$ cat src/rtl/detect_pkg.sv
`default_nettype none
// +-----------------------------------------------------------------+
// | detect_pkg : state type and shared "two ones" Moore functions   |
// | Rev 1.0                                                         |
// +-----------------------------------------------------------------+
package detect_pkg;

   typedef enum logic [1:0] {
      ST_A = 2'b00,
      ST_B = 2'b01,
      ST_C = 2'b10
   } state_t;

   function automatic state_t detect_next(input state_t st, input logic w);
      state_t nxt;
      case (st)
         ST_A:    nxt = w ? ST_B : ST_A;
         ST_B:    nxt = w ? ST_C : ST_A;
         ST_C:    nxt = w ? ST_C : ST_A;
         default: nxt = ST_A;   // unused code 11 recovers to A
      endcase
      return nxt;
   endfunction

   function automatic logic detect_out(input state_t st);
      return (st == ST_C);
   endfunction

endpackage
`default_nettype wire

$ cat src/rtl/detect_rr_scheduler_if.sv
`default_nettype none
// +-----------------------------------------------------------------+
// | detect_rr_scheduler_if : request/grant and status bundle        |
// | Rev 1.0                                                         |
// +-----------------------------------------------------------------+
interface detect_rr_scheduler_if #(
   parameter int NCH   = 4,
   parameter int CNT_W = 8
);
   logic                     en;
   logic                     clr;
   logic [NCH-1:0]           req;
   logic [NCH-1:0]           bit_in;
   logic [NCH-1:0]           grant;
   logic [NCH-1:0]           z;
   logic [NCH*CNT_W-1:0]     hit_cnt;
   logic                     match_valid;
   logic [$clog2(NCH)-1:0]   match_ch;

   modport master (
      output en, clr, req, bit_in,
      input  grant, z, hit_cnt, match_valid, match_ch
   );

   modport slave (
      input  en, clr, req, bit_in,
      output grant, z, hit_cnt, match_valid, match_ch
   );
endinterface
`default_nettype wire

$ cat src/rtl/detect_rr_scheduler_rr_arbiter.sv
`default_nettype none
// +-----------------------------------------------------------------+
// | rr_arbiter : rotating-pointer round-robin, one-hot grant        |
// | Rev 1.0                                                         |
// +-----------------------------------------------------------------+
module rr_arbiter #(
   parameter int N = 4
) (
   input  wire logic                   clk,
   input  wire logic                   resetn,
   input  wire logic [N-1:0]           req_i,
   input  wire logic                   en_i,
   output logic      [N-1:0]           grant_o,
   output logic      [$clog2(N)-1:0]   idx_o
);
   localparam int IW = $clog2(N);

   logic [IW-1:0] ptr_q;
   logic [IW-1:0] ptr_d;
   logic [IW-1:0] cand;
   logic          found;

   // Search upward from ptr, wrapping modulo N; first requester wins.
   always_comb begin
      grant_o = '0;
      idx_o   = '0;
      found   = 1'b0;
      cand    = '0;
      ptr_d   = ptr_q;
      if (en_i) begin
         for (int off = 0; off < N; off++) begin
            cand = IW'((int'(ptr_q) + off) % N);
            if (!found && req_i[cand]) begin
               found          = 1'b1;
               grant_o[cand]  = 1'b1;
               idx_o          = cand;
            end
         end
      end
      if (found)
         ptr_d = (idx_o == IW'(N - 1)) ? '0 : idx_o + 1'b1;
   end

   always_ff @(posedge clk or negedge resetn) begin
      if (!resetn)
         ptr_q <= '0;
      else
         ptr_q <= ptr_d;
   end

endmodule
`default_nettype wire

$ cat src/rtl/detect_rr_scheduler.sv
`default_nettype none
// +-----------------------------------------------------------------+
// | detect_rr_scheduler : one shared detector time-sliced over NCH  |
// | serial channels with per-channel state and hit counters. Rev 1.0|
// +-----------------------------------------------------------------+
module detect_rr_scheduler
   import detect_pkg::*;
#(
   parameter int NCH   = 4,
   parameter int CNT_W = 8
) (
   input wire logic             clk,
   input wire logic             resetn,
   detect_rr_scheduler_if.slave bus
);
   localparam int               IW      = $clog2(NCH);
   localparam logic [CNT_W-1:0] CNT_MAX = '1;

   state_t           st_q  [NCH];
   state_t           st_d  [NCH];
   logic [CNT_W-1:0] cnt_q [NCH];
   logic [CNT_W-1:0] cnt_d [NCH];
   logic [NCH-1:0]   z_q,  z_d;
   logic             mv_q, mv_d;
   logic [IW-1:0]    mch_q, mch_d;

   logic             arb_en;
   logic [NCH-1:0]   grant;
   logic [IW-1:0]    gidx;
   logic             any_grant;
   state_t           st_nxt;

   // Clear and reset both suppress the grant so no pending bit is consumed.
   assign arb_en = bus.en & ~bus.clr & resetn;

   rr_arbiter #(
      .N (NCH)
   ) u_arb (
      .clk     (clk),
      .resetn  (resetn),
      .req_i   (bus.req),
      .en_i    (arb_en),
      .grant_o (grant),
      .idx_o   (gidx)
   );

   assign any_grant = |grant;
   assign st_nxt    = detect_next(st_q[gidx], bus.bit_in[gidx]);

   always_comb begin
      st_d  = st_q;
      cnt_d = cnt_q;
      z_d   = z_q;
      mv_d  = 1'b0;
      mch_d = mch_q;
      if (bus.clr) begin
         for (int i = 0; i < NCH; i++) begin
            st_d[i]  = ST_A;
            cnt_d[i] = '0;
         end
         z_d = '0;
      end else if (any_grant) begin
         st_d[gidx] = st_nxt;
         z_d[gidx]  = detect_out(st_nxt);
         if (st_nxt == ST_C) begin
            if (cnt_q[gidx] != CNT_MAX)
               cnt_d[gidx] = cnt_q[gidx] + 1'b1;
            mv_d  = 1'b1;
            mch_d = gidx;
         end
      end
   end

   always_ff @(posedge clk or negedge resetn) begin
      if (!resetn) begin
         for (int i = 0; i < NCH; i++) begin
            st_q[i]  <= ST_A;
            cnt_q[i] <= '0;
         end
         z_q   <= '0;
         mv_q  <= 1'b0;
         mch_q <= '0;
      end else begin
         st_q  <= st_d;
         cnt_q <= cnt_d;
         z_q   <= z_d;
         mv_q  <= mv_d;
         mch_q <= mch_d;
      end
   end

   assign bus.grant       = grant;
   assign bus.z           = z_q;
   assign bus.match_valid = mv_q;
   assign bus.match_ch    = mch_q;

   for (genvar i = 0; i < NCH; i++) begin : g_cnt_out
      assign bus.hit_cnt[i*CNT_W +: CNT_W] = cnt_q[i];
   end

endmodule
`default_nettype wire

$ cat src/flat_wrapper.sv
// flat-port wrapper written by rule: the top's interface ports become plain ports
module detect_rr_scheduler_flat import detect_pkg::*;
#(
   parameter int NCH   = 4,
   parameter int CNT_W = 8
)
  (clk, resetn, bus_en, bus_clr, bus_req, bus_bit_in, bus_grant, bus_z, bus_hit_cnt, bus_match_valid, bus_match_ch);
  detect_rr_scheduler_if #(.NCH(NCH), .CNT_W(CNT_W)) bus_i ();
  input wire logic clk;
  input wire logic resetn;
  input wire logic [$bits(bus_i.en)-1:0] bus_en;
  input wire logic [$bits(bus_i.clr)-1:0] bus_clr;
  input wire logic [$bits(bus_i.req)-1:0] bus_req;
  input wire logic [$bits(bus_i.bit_in)-1:0] bus_bit_in;
  output wire logic [$bits(bus_i.grant)-1:0] bus_grant;
  output wire logic [$bits(bus_i.z)-1:0] bus_z;
  output wire logic [$bits(bus_i.hit_cnt)-1:0] bus_hit_cnt;
  output wire logic [$bits(bus_i.match_valid)-1:0] bus_match_valid;
  output wire logic [$bits(bus_i.match_ch)-1:0] bus_match_ch;
  assign bus_i.en = bus_en;
  assign bus_i.clr = bus_clr;
  assign bus_i.req = bus_req;
  assign bus_i.bit_in = bus_bit_in;
  assign bus_grant = bus_i.grant;
  assign bus_z = bus_i.z;
  assign bus_hit_cnt = bus_i.hit_cnt;
  assign bus_match_valid = bus_i.match_valid;
  assign bus_match_ch = bus_i.match_ch;
  detect_rr_scheduler #(.NCH(NCH), .CNT_W(CNT_W)) u_core (.clk(clk), .resetn(resetn), .bus(bus_i));
endmodule
$ cat config.mk
export PLATFORM = sky130hd
export DESIGN_NAME = detect_rr_scheduler_flat
export DESIGN_NICKNAME = d
export VERILOG_FILES = /design/src/rtl/detect_pkg.sv /design/src/rtl/detect_rr_scheduler_if.sv /design/src/rtl/detect_rr_scheduler_rr_arbiter.sv /design/src/rtl/detect_rr_scheduler.sv /design/src/flat_wrapper.sv
export SDC_FILE = /design/constraint.sdc
export NUM_CORES = 1
export LEC_CHECK = 0
export ABC_AREA = 1
export CAP_MARGIN = 20
export CORE_ASPECT_RATIO = 0.8
export CORE_MARGIN = 4
export CORE_UTILIZATION = 59
export CTS_CLUSTER_SIZE = 8
export DETAILED_ROUTE_END_ITERATION = 8
export PLACE_DENSITY = 0.87
export SKIP_LAST_GASP = 1
export SLEW_MARGIN = 10
export SYNTH_ARGS = -nofsm -noshare
export SYNTH_HDL_FRONTEND = slang
export SYNTH_SLANG_ARGS = --single-unit
$ cat constraint.sdc
create_clock -name clk -period 5.4 [get_ports clk]
set_input_delay 0.54 -clock clk [delete_from_list [all_inputs] [get_ports clk]]
set_output_delay 0.54 -clock clk [all_outputs]
set_load 0.005 [all_outputs]
== Word-level counts from Yosys, hierarchy flattened ==
Cells that the tools add are included.
W data, S select, Z words.

* Multiplexer cells: 69
* Eq/ne operators: 5
* Bitwise logic cells: 7
* Reduce and logical (&&, ||, !) cells: 20
* Add/subtract/negate cells: 5
* Magnitude comparators: 12

{| class="wikitable"
|+ Operators by type and width
! kind !! count
|-
| $mux W32 || 4
|-
| $mux W4 || 10
|-
| $mux W8 || 5
|-
| $bwmux W32 || 1
|-
| $mux W1 || 22
|-
| $mux W2 || 10
|-
| $bmux W8 S2 || 1
|-
| $demux W8 S2 || 1
|-
| $lt A2 B3 Y1 const B || 5
|-
| $or A4 B4 Y4 || 3
|-
| $bmux W1 S2 || 5
|-
| $demux W1 S2 || 5
|-
| $ge A2 B1 Y1 const B || 5
|-
| $logic_and A1 B1 Y1 || 9
|-
| $add A8 B1 Y8 const B || 1
|-
| $bwmux W8 || 1
|-
| $ne A8 B8 Y1 const B || 1
|-
| $eq A2 B2 Y1 const B || 3
|-
| $reduce_and A3 Y1 || 2
|-
| $reduce_bool A2 Y1 || 3
|-
| $add A2 B1 Y2 const B || 2
|-
| $add A2 B2 Y2 const B || 2
|-
| $bmux W2 S2 || 1
|-
| $bwmux W4 || 1
|-
| 12 further kinds || 15
|}

* Register bits after elaboration: 49
* Word-level logic and storage cells: 130
* Input port bits: 12
* Output and inout bits: 43

== Depth between registers and ports, before layout ==
* Depth in word-level cells: 27
* Gate-level depth with buffers: 26
* Mapped depth without buffers: 24

== Hierarchy ==
A second synthesis with hierarchy kept.

* Cells, all modules: 489
* Area, all modules: 3,412.0 sq um

{| class="wikitable"
|+ Modules (own cells, without submodules)
! module !! area each (sq um) !! cells each !! times used !! sequential area each (sq um)
|-
| detect_rr_scheduler || 2,715.1 || 382 || 1 || 1,176.1
|-
| rr_arbiter || 696.9 || 107 || 1 || 50.0
|}

== Worst setup path after synthesis ==
OpenSTA, ideal clock, no wires.

* Path type: flip-flop to flip-flop
* From: register u_core.u_arb.ptr_q[0]
* To: register u_core.cnt_q (netlist bit u_core.bus.hit_cnt[14])
* Cell stages (with the launch flop): 26
* Clock period less this slack: 3.531 ns
* Setup time: 0.065 ns
* Buffers on the path: 2
* Data arrival time: 3.466 ns
* Path slack: 1.869 ns
* Data required time: 5.335 ns
* Cell sequence: dfrtp_1 buf_4 inv_6 ha_1 inv_1 nand3_1 nand2_2 nand4_1 nand2_1 inv_2 nand2_4 buf_2 inv_1 or2_2 a32oi_1 inv_1 ha_1 inv_1 nand2_1 nor2_4 nand3_4 nand2_4 nand2_1 nor2_1 nand2_1 nand2_1

* Longest elaborated chain between the ends: 26
* Elaborated cells between the ends (all ways): 93
* Those cells by class: 4 x add/sub; 10 x order compare; 4 x eq/ne; 53 x mux; 4 x bitwise; 18 x reduce/logical

{| class="wikitable"
|+ Ends and longest elaborated chain
! element !! line !! source
|-
| start, declared || detect_rr_scheduler_rr_arbiter.sv:18 || <nowiki>logic [IW-1:0] ptr_q;</nowiki>
|-
| start signal, assigned || detect_rr_scheduler_rr_arbiter.sv:48 || <nowiki>ptr_q <= ptr_d;</nowiki>
|-
| $bmux W1 S2 || detect_rr_scheduler_rr_arbiter.sv:33 || <nowiki>if (!found && req_i[cand]) begin</nowiki>
|-
| $mux W1 (not written as such) || detect_rr_scheduler_rr_arbiter.sv:33 ||
|-
| $mux W1 || detect_rr_scheduler_rr_arbiter.sv:33 ||
|-
| $mux W1 || detect_rr_scheduler_rr_arbiter.sv:30 || <nowiki>if (en_i) begin</nowiki>
|-
| $logic_not A1 Y1 || detect_rr_scheduler_rr_arbiter.sv:33 ||
|-
| $logic_and A1 B1 Y1 || detect_rr_scheduler_rr_arbiter.sv:33 ||
|-
| $mux W1 || detect_rr_scheduler_rr_arbiter.sv:33 ||
|-
| $mux W1 || detect_rr_scheduler_rr_arbiter.sv:30 ||
|-
| [... 8 more ...] || n/a ||
|-
| named net u_core.gidx[0] || detect_rr_scheduler.sv:29 || <nowiki>logic [IW-1:0] gidx;</nowiki>
|-
| [... 1 more ...] || n/a ||
|-
| $bmux W8 S2, or another cell as far along || detect_rr_scheduler.sv:66, detect_rr_scheduler.sv:67 ||
|-
| $mux W8 (not written as such), or another cell as far along (2 in a row) || detect_rr_scheduler.sv:66, detect_rr_scheduler.sv:67 ||
|-
| $add A8 B1 Y8, or another cell as far along || detect_rr_scheduler.sv:67 || <nowiki>cnt_d[gidx] = cnt_q[gidx] + 1'b1;</nowiki>
|-
| $bwmux W32 / $reduce_or A2 Y1 (equally long branches) || n/a ||
|-
| $mux W32 / $pmux W2 S2 (equally long branches) || detect_rr_scheduler.sv:66, detect_pkg.sv:16 ||
|-
| $mux W32 / $eq A2 B2 Y1 (equally long branches) || detect_rr_scheduler.sv:65 || <nowiki>if (st_nxt == ST_C) begin</nowiki>
|-
| $mux W32 / $reduce_bool A2 Y1 (equally long branches) || n/a ||
|-
| $mux W32 / $reduce_and A3 Y1 (equally long branches) || n/a ||
|-
| end signal, assigned || detect_rr_scheduler.sv:85 || <nowiki>cnt_q <= cnt_d;</nowiki>
|-
| end, declared || detect_rr_scheduler.sv:21 || <nowiki>logic [CNT_W-1:0] cnt_q [NCH];</nowiki>
|}

Mark *: on every way through the listed nets, which the timed path passes. The rest lies on a longest branch. The select of a mux whose other input is x is not followed.
A chain may end at the register's enable or synchronous reset.

== Worst setup path after layout ==
* From: register u_core.u_arb.ptr_q[0]
* To: register u_core.cnt_q (netlist bit u_core.bus.hit_cnt[4])

Same word-level chain as after synthesis.

==> metrics <==
Die Wd 94.40 um; crit path from u_core.u_arb.ptr_q[0]; Skew-Pair Late Insertion Delay 310 ps; Crit path required time between 5000 and 6000 ps; CP Capture Point u_core.bus.hit_cnt[4]; routed length per instance roughly 15 um; post-CTS sizing 0; r2r endpoint u_core.bus.hit_cnt[4]; r2r startpoint u_core.u_arb.ptr_q[0]; gr ovfl total 0; 1st-pass router iterations 5; I/O Buffers 54; largest family of logic cells by synthesized area simple AND/OR/NAND/NOR gates; EDFF count, synth 0; top cells by area, synth dfrtp_1 (35%), nand2_1 (17%), inv_1 (6.9%), nand3_1 (6.1%), ha_1 (5.3%); worst-path maximum fanout 35; pwr dens approximately 380 mW/mm2; Ant. Diodes 0; std cell rows 24; fillers 450; first-pass GRT wire length 15.68 mm; post-synth top area share roughly a third; status complete, no violations; largest net degree at the start of global routing 50; Worst R2R Path Depth 21; TritonCTS clock tree yes; Tightest Pin Transition about 630 ps; # clock sinks 49; Ys Warns 0; Die Y 77.12 um; post-synthesis sequential area ratio 34.80%; LEAKAGE around 2.1 nW; initial antenna violation count 0; Post-DP HPWL ~6.9 mm; most frequent cell after synthesis nand2_1; Top FF cell, synth dfrtp_1; reg2reg setup slack approximately 960 ps; Worst setup EP type flip-flop; Max Cap Viol 0; Fin Setup TNS 0 ps; GR Util met1 38.31%; Setup violations, final 0; H-Tree Depth 2; vias in the first global route around 3300; Worst Skew around 3.7 ps; Synth async-reset ratio 100.0%; CTS Hold Bufs 0; fraction of layout cells with a size suffix above 1 around 9.6%; CTS clock-pin slew for the worst setup and hold paths 90 ps; Compound-Gate Fraction of Synth Area ~9.0%; Via Count about 3500; Final Wtd Congestion 0.8959; Syn Std Cell Area approximately 0.0035 mm2; number of DRC markers in iteration 0 just under 300; overall power roughly 1.6 mW; post-synthesis simple-gate area fraction just over 40%; crit start category flip-flop; fin crit share 82.26%; Avg Cell Area, Syn 7.235 um2; CP arrival roughly 4700 ps; RSZ-0062 raised after global routing no; Synth cell types 32; total CTS buffers 5; Worst Hold Class input port to asynchronous set/reset pin; FMAX around 230 MHz; # DRC 0; Mapped Cells around 490; Routed Wire Length around 9.5 mm; core area around 0.0056 mm2; Detail Route Antenna Nets 0; Synth Area in Adders about 5.3%; Longest Clk Path Bufs 2; global-route met2 utilization a little over two fifths; via density per instance approximately 5.7; Synth area leader dfrtp_1; mux contribution to synthesized area 0%; top post-synthesis cells by count nand2_1 (163), inv_1 (65), dfrtp_1 (49); Rel. slew slack about three fifths; maximum VDD drop about 0.22 mV; critical setup path kind flip-flop to flip-flop; Seq cells post-synth 49; Mapped Nets around 510; final net count 566; Final Max Slew Viols 0; root buf cell clkbuf_8; XOR/XNOR Fraction of Synth Area 0.4972%; Ports between 50 and 60; final core utilization between 70 and 80%; GR peak layer met2; met3 GRT Util 3.620%; Hold Vio Cnt, Final 0; total track usage a little over a quarter; post-CTS setup buffers 0; Layout area overhead 19.18%; initial core utilization between 60% and 70%; minimum clock period roughly 4400 ps; die area 0.007280 mm2
routing by layer:
metal  wire length, um  vias to the layer above  part of all wire, %
met4               137                        0                  1.4
met5                 0                        -                    0
met1              4179                     1628                   44
met3               808                       21                  8.5
li1                  -                     1651                    -
met2              4413                      198                   46
state kept, by name, indices dropped and copies added, names as in the netlist:
signal,count
u_core.st_q,8
u_core.u_arb.ptr_q,2
u_core.bus.hit_cnt,32
u_core.bus.match_ch,2
u_core.bus.z,4
u_core.bus.match_valid,1
kinds of logic (layout without fill, tap and decap cells):
kind of cell | after synthesis | after routing
AND/OR/NAND/NOR | 283 | 283
buffers and inverters | 80 | 132
AO/OA/AOI/OAI | 58 | 58
flip-flops | 49 | 49
adder cells (fa/ha/maj) | 15 | 15
XOR/XNOR | 2 | 2
power by group:
group,total (mW),leakage (nW),switching [mW],internal (mW)
sequential,0.452,0.677,0.0499,0.402
clock,0.268,0.0546,0.130,0.137
combinational,0.865,1.33,0.585,0.280
total,1.58,2.06,0.766,0.819
area by class of cell:
| class | count | area (um2) | share of cell area, % |
|---|---|---|---|
| multi-input combinational | 358 | 1957 | 46.60 |
| sequential | 49 | 1226 | 29.20 |
| timing repair buffer | 55 | 543.0 | 12.93 |
| inverter | 70 | 267.8 | 6.377 |
| tap | 78 | 97.59 | 2.324 |
| clock buffer | 5 | 68.82 | 1.639 |
| clock inverter | 2 | 38.79 | 0.9237 |
metrics by stage:
step,worst slack (ps),instance area (um2),hold WS [ps],cells
6_report,958.2,4199,388.4,617
5_1_grt,612.9,4199,434.0,617
4_1_cts,1033,4199,414.8,617
3_5_place_dp,1044,4091,479.7,610
3_3_place_gp,1218,4091,474.5,610
2_1_floorplan,1869,3523,244.4,487
worst min path at each step:
stage / from / endpoint / slack [ps] / cells past startpoint
after floorplan: resetn / u_core.bus.hit_cnt[0] / 240 / 0
after global placement: u_core.st_q[6] / u_core.st_q[6] / 470 / 2
after detailed placement: u_core.bus.z[0] / u_core.bus.z[0] / 480 / 2
after CTS: resetn / u_core.st_q[2] / 410 / 2
after global routing: resetn / u_core.bus.hit_cnt[31] / 430 / 2
final: resetn / u_core.bus.hit_cnt[31] / 390 / 2
worst max-delay path: stages (launching register included):
cell and delay, ps:
dfrtp_1 640, inv_6 130, ha_1 380, inv_1 120, nand3_1 100, nand2_2 150
nand4_1 130, nand2_1 110, inv_2 160, nand2_4 350, inv_1 220, or2_2 320
a32oi_1 230, inv_1 70, ha_1 180, inv_1 50, nand2_1 80, nor2_4 150
nand3_4 110, nand2_4 190, nand3_2 280, o21ai_1 220
layout by cell type (no fill, tap or decap), types with 3 or more instances in the layout:
master	count
dfrtp_1	49
ha_1	15
nand3b_1	12
nand3_2	6
clkbuf_8	5
clkdlybuf4s50_1	53
nand4_1	3
nand2_1	163
nand3_1	43
a21oi_1	3
o21ai_0	22
o21ai_1	24
nor2_4	5
inv_2	4
inv_1	65
nand2_2	10
o211ai_1	4
nor2_1	24
nand3_4	6
nand2_4	6
(Power assumes the default switching activity.)
